`config.mk`:
```
export PLATFORM = sky130hd
export DESIGN_NAME = fifo_wide_to_narrow
export DESIGN_NICKNAME = d
export VERILOG_FILES = /design/src/rtl/fifo_pkg.sv /design/src/rtl/fifo_ctrl.sv /design/src/rtl/fifo_wide_to_narrow.sv
export SDC_FILE = /design/constraint.sdc
export NUM_CORES = 2
export LEC_CHECK = 0
export BUFFER_PORTS_ARGS = -buffer_cell sky130_fd_sc_hd__buf_2
export CAP_MARGIN = 20
export CORE_MARGIN = 2
export CORE_UTILIZATION = 50
export CTS_CLUSTER_DIAMETER = 30
export CTS_CLUSTER_SIZE = 20
export DETAILED_ROUTE_END_ITERATION = 16
export PLACE_DENSITY = 0.65
export SETUP_SLACK_MARGIN = 0.1
export SLEW_MARGIN = 15
export SYNTH_ARGS = -nofsm -noshare
export SYNTH_HDL_FRONTEND = slang
export SYNTH_SLANG_ARGS = --single-unit
```
`constraint.sdc`:
```
create_clock -name clk -period 27.7 [get_ports clk]
set_clock_uncertainty 0.05 [all_clocks]
set_input_delay 1.385 -clock clk [delete_from_list [all_inputs] [get_ports clk]]
set_output_delay 1.385 -clock clk [all_outputs]
set_load 0.02 [all_outputs]
```
`src/rtl/fifo_pkg.sv`:
```
// Shared definitions for the wide/narrow packing FIFO family: lane ratio,
// lane-select offset and count-width helpers.
package fifo_pkg;

  localparam int unsigned RATIO  = 8;
  localparam int unsigned BEAT_W = $clog2(RATIO);

  // Bit offset of the lane returned for a given beat; beat 0 is the MSB lane.
  function automatic int unsigned lane_lsb(input logic [BEAT_W-1:0] beat,
                                           input int unsigned       wout);
    return (RATIO - 1 - 32'(beat)) * wout;
  endfunction

  // Word count must represent 0..DEPTH inclusive.
  function automatic int unsigned wcount_w(input int unsigned depth);
    return $clog2(depth) + 1;
  endfunction

  // Beat count must represent 0..RATIO*DEPTH inclusive.
  function automatic int unsigned rcount_w(input int unsigned depth);
    return $clog2(depth) + BEAT_W + 1;
  endfunction

endpackage

```
`src/rtl/fifo_ctrl.sv`:
```
// Pointer, beat-index and occupancy control for the 256-to-32 downsizing FIFO.
// Counts and flags are registered from the post-edge occupancy.
module fifo_ctrl
  import fifo_pkg::*;
#(
  parameter int unsigned DEPTH = 16
) (
  input  logic                          clk,
  input  logic                          rst_n,
  input  logic                          wr_en,
  input  logic                          rd_en,
  output logic                          wr_accept_c,
  output logic                          rd_accept_c,
  output logic [$clog2(DEPTH)-1:0]      wr_ptr,
  output logic [$clog2(DEPTH)-1:0]      rd_ptr,
  output logic [BEAT_W-1:0]             beat,
  output logic [wcount_w(DEPTH)-1:0]    wr_count,
  output logic [rcount_w(DEPTH)-1:0]    rd_count,
  output logic                          full,
  output logic                          empty,
  output logic                          overflow,
  output logic                          underflow
);

  localparam int unsigned AW  = $clog2(DEPTH);
  localparam int unsigned WCW = wcount_w(DEPTH);
  localparam int unsigned RCW = rcount_w(DEPTH);

  logic              word_done_c;
  logic [WCW-1:0]    wr_count_nxt;
  logic [RCW-1:0]    rd_count_nxt;
  logic [BEAT_W-1:0] beat_nxt;

  // Flags are the pre-edge view: a same-cycle free or fill never rescues a request.
  assign wr_accept_c = wr_en && !full;
  assign rd_accept_c = rd_en && !empty;
  assign word_done_c = rd_accept_c && (beat == BEAT_W'(RATIO - 1));

  always_comb begin
    wr_count_nxt = wr_count;
    beat_nxt     = beat;
    if (wr_accept_c && !word_done_c) begin
      wr_count_nxt = wr_count + WCW'(1);
    end else if (!wr_accept_c && word_done_c) begin
      wr_count_nxt = wr_count - WCW'(1);
    end
    if (rd_accept_c) begin
      beat_nxt = beat + BEAT_W'(1);
    end
    // A partially read word still counts as stored; its consumed beats are subtracted.
    rd_count_nxt = RCW'({wr_count_nxt, BEAT_W'(0)}) - RCW'(beat_nxt);
  end

  always_ff @(posedge clk) begin
    if (!rst_n) begin
      wr_ptr    <= '0;
      rd_ptr    <= '0;
      beat      <= '0;
      wr_count  <= '0;
      rd_count  <= '0;
      full      <= 1'b0;
      empty     <= 1'b1;
      overflow  <= 1'b0;
      underflow <= 1'b0;
    end else begin
      if (wr_accept_c) begin
        wr_ptr <= wr_ptr + AW'(1);
      end
      if (word_done_c) begin
        rd_ptr <= rd_ptr + AW'(1);
      end
      beat      <= beat_nxt;
      wr_count  <= wr_count_nxt;
      rd_count  <= rd_count_nxt;
      full      <= (wr_count_nxt == WCW'(DEPTH));
      empty     <= (rd_count_nxt == '0);
      overflow  <= wr_en && full;
      underflow <= rd_en && empty;
    end
  end

  // Occupancy invariants.
  always @(posedge clk) begin
    if (rst_n) begin
      assert (wr_count <= WCW'(DEPTH));
      assert (rd_count <= RCW'(RATIO * DEPTH));
      assert (!(full && empty));
    end
  end

endmodule

```
`src/rtl/fifo_wide_to_narrow.sv`:
```
// Single-clock FIFO taking WIN-bit words and returning them as RATIO
// WOUT-bit beats, MSB lane first, with a one-cycle registered read.
module fifo_wide_to_narrow
  import fifo_pkg::*;
#(
  parameter int unsigned DEPTH = 16,
  parameter int unsigned WIN   = 256,
  parameter int unsigned WOUT  = 32
) (
  input  logic                          clk,
  input  logic                          rst_n,
  input  logic [WIN-1:0]                din,
  input  logic                          wr_en,
  input  logic                          rd_en,
  output logic [WOUT-1:0]               dout,
  output logic                          valid,
  output logic                          full,
  output logic                          empty,
  output logic [wcount_w(DEPTH)-1:0]    wr_count,
  output logic [rcount_w(DEPTH)-1:0]    rd_count,
  output logic                          overflow,
  output logic                          underflow
);

  localparam int unsigned AW    = $clog2(DEPTH);
  localparam int unsigned SEL_W = $clog2(WIN);

  if (WIN != RATIO * WOUT) begin : g_bad_width
    $error("fifo_wide_to_narrow: WIN must equal RATIO*WOUT");
  end
  if ((DEPTH < 2) || ((DEPTH & (DEPTH - 1)) != 0)) begin : g_bad_depth
    $error("fifo_wide_to_narrow: DEPTH must be a power of two >= 2");
  end

  logic              wr_accept_c;
  logic              rd_accept_c;
  logic [AW-1:0]     wr_ptr;
  logic [AW-1:0]     rd_ptr;
  logic [BEAT_W-1:0] beat;
  logic [WIN-1:0]    mem [DEPTH];
  logic [WIN-1:0]    word_c;
  logic [SEL_W-1:0]  lane_c;

  fifo_ctrl #(
    .DEPTH (DEPTH)
  ) u_ctrl (
    .clk         (clk),
    .rst_n       (rst_n),
    .wr_en       (wr_en),
    .rd_en       (rd_en),
    .wr_accept_c (wr_accept_c),
    .rd_accept_c (rd_accept_c),
    .wr_ptr      (wr_ptr),
    .rd_ptr      (rd_ptr),
    .beat        (beat),
    .wr_count    (wr_count),
    .rd_count    (rd_count),
    .full        (full),
    .empty       (empty),
    .overflow    (overflow),
    .underflow   (underflow)
  );

  // Storage is intentionally left uninitialised by reset.
  always_ff @(posedge clk) begin
    if (wr_accept_c) begin
      mem[wr_ptr] <= din;
    end
  end

  always_comb begin
    word_c = mem[rd_ptr];
    lane_c = SEL_W'(lane_lsb(beat, WOUT));
  end

  // dout holds its last beat whenever no read is accepted.
  always_ff @(posedge clk) begin
    if (!rst_n) begin
      dout  <= '0;
      valid <= 1'b0;
    end else begin
      valid <= rd_accept_c;
      if (rd_accept_c) begin
        dout <= word_c[lane_c +: WOUT];
      end
    end
  end

endmodule
```
==> flow_summary.ini <==
[outcome]
status = completed

[global_routing]
grt_pass1_wl_um = 593900
grt.total_usage_pct = 25.85
antenna_found_initial = 147
overflow = 0
grt_max_degree = 108
grt_pass1_vias = 80824

[worst_setup_path]
cp-start-kind = register
cp_common_cell = buf_4
critical-path-max-stage-delay_ps = 870
crit_path_top_delay_cell = dfxtp_4
crit_chain = buf_12 -> buf_4 -> buf_4 -> buf_12 -> buf_4 -> mux4_2 -> mux4_2 -> o221ai_1 -> a31oi_1
worstSetupPathType = register to register
cp.arrival_ps = 7810
critPathMaxFanout = 88
critical-path-top-delay-family = buffers and inverters
crit_buf_inv = 5
worstPathRequired_ps = 28530
end_kind = register

[timing]
timing.setup.tns_ps = 0
tightest_slew_ps = 1345
setup_viol = 0
rsz0062_at_grt = no
max_freq_mhz = 143.3
relSlewSlack_pct = 10.30
finalHoldViolations = 0
fin_crit_ps = 6980
maxSlewViolCount = 0
finalCritPeriodShare_pct = 25.20

[placed_design]
dp_cells = 11018
gp_congestion = 0.7658
port_buffers = 309
dpl.hpwl_um = 218600

[clock_network]
cts_tree = built
cts_resized = 0
path_clk_slew_ps = 50
hold_buffers = 0
cts_sinks = 4160
cts-root-buf = clkbuf_16
cts_setup_buffers = 0
cts.htree.levels = 6
clk_latency_ps = 1060
cts.path.max_buffers = 4
cts_buffers = 722

[hold_path]
min_path_type = register to register

[floorplan]
die_area_mm2 = 0.3210
core_mm2 = 0.3150
num_rows = 206
pin_count = 310
die-width_um = 566.6
die_h_um = 566.6
start_util_pct = 50.24

[cells_and_area]
final_nets = 7854
fin_util_pct = 60.41
syn2layout_area_growth_pct = 20.23
stdcell_count = 12431
drive_gt1_share_pct = 33.75

[power_and_ir_drop]
vdd_drop_max_v = 0.00006552
power_leakage_uw = 0.06028
p_per_area_mw_per_mm2 = 86.27

[logic_synthesis]
ys_warn_count = 0
netlist_area_mm2 = 0.1582
synth_most_common_cell = edfxtp_1
synthCells = 6743
synthArstFlopShare_pct = 0
seq_area_frac_synth_pct = 78.54
netlist.area_leader.share_pct = 77.73
synthFlopType = edfxtp_1
synth.area.top_cells = edfxtp_1 78%, mux4_2 15%, mux2i_1 1.9%
ys_seq_elements = 4160
synth_edf_count = 4096
synth_nets = 7013
netlist_top_cells_count = 4096 x edfxtp_1, 1051 x mux4_2, 296 x mux2i_1
synth.avg_cell_area_um2 = 23.47
netlist-cell-type-count = 58
yosys.area.top_type = edfxtp_1

[routing]
routedWlPerCell_um = 33.40
drc_errors = 0
dr.first_iter.drc_count = 9037
routed_wl_um = 415200
vias_per_cell = 6.271
vias = 77954
ant_nets = 0
drt-pass1-iter-count = 5

[run]
maxCapViolCount = 0
[cell type report]
type,count,area (um2)
Sequential cell,4160,124300
Timing Repair Buffer,490,3234
Fill cell,21561,124700
Clock buffer,809,18620
Antenna cell,55,137.6
Multi-Input combinational cell,2202,32080
Tap cell,4160,5205
Inverter,8,45.04
Clock inverter,547,6643
[final timing paths]
kind,cells after the start,slack (ps),to,start
max,9,20720,dout[14],register
min,2,450,dout[3],dout[3]
max reg2reg,9,20720,dout[14],register
min reg2reg,2,450,dout[3],dout[3]
[cells in the final DEF, fill, tap and decap left out, types with 17 or more instances in the layout]
cell	instances
a21oi_1	64
buf_12	26
buf_2	309
clkinv_2	99
clkbuf_16	729
clkinv_1	91
diode_2	55
o21ai_0	51
clkinv_16	24
inv_6	60
nand3_1	22
nand2_1	137
nor2b_1	28
mux4_2	1051
clkbuf_1	72
a31oi_1	19
mux2i_1	296
buf_4	154
clkinvlp_4	75
o22ai_1	87
nor2_1	52
a22oi_1	32
nor3_1	17
clkinv_4	70
edfxtp_1	4096
o221ai_1	76
dfxtp_1	60
bufinv_16	96
a211oi_1	54
[tightest hold or removal path, cell delays in order (launching register included)]
cell and delay [ps]:
dfxtp_1 320, a22oi_1 80, o21ai_1 60
[logic make-up (layout without fill, tap and decap cells)]
group	Yosys count	count (layout)	share of synthesized area [%]
fa+ha+maj	10	10	0.07907
buf+inv	381	1854	1.283
flops	4160	4160	78.54
compound gates	474	474	2.112
mux	1352	1352	16.87
other cells	0	55	0
simple gates	349	349	1.030
xor+xnor	17	17	0.09409
[stage by stage]
step	power [uW]	setup slack, ps	hold WS (ps)	area [um2]
after detailed placement	7525	20390	438.4	164800
after global routing	16840	20050	484.5	190200
after floorplan	7342	7437	422.5	158200
final	16410	20720	451.5	190300
after global placement	7509	20440	435.8	164800
after CTS	16520	20380	451.0	190100
[power breakdown]
| group | switching, uW | total [uW] | leakage [uW] | internal [uW] |
|---|---|---|---|---|
| Clock | 3200 | 9010 | 0.0121 | 5810 |
| Combinational | 266 | 366 | 0.0106 | 99.8 |
| Sequential | 27.7 | 7040 | 0.0375 | 7010 |
| Total | 3490 | 16400 | 0.0603 | 12900 |
[routing by layer]
| metal | GRT usage (%) | routed length, um |
|---|---|---|
| met2 | 42.59 | 206600 |
| met1 | 34.57 | 159500 |
| met4 | 8.091 | 12400 |
| met3 | 5.792 | 36350 |
| met5 | 0 | 317 |
[registers in the layout (all words and copies together) (netlist names), named ones only]
signal and flops:
u_ctrl.wr_count 5, u_ctrl.wr_ptr 4, u_ctrl.empty 1, valid 1, u_ctrl.overflow 1, u_ctrl.beat 2
mem 4096, u_ctrl.rd_ptr 4, dout 32, u_ctrl.underflow 1, u_ctrl.full 1, u_ctrl.rd_count 8
(Power assumes the default switching activity.)
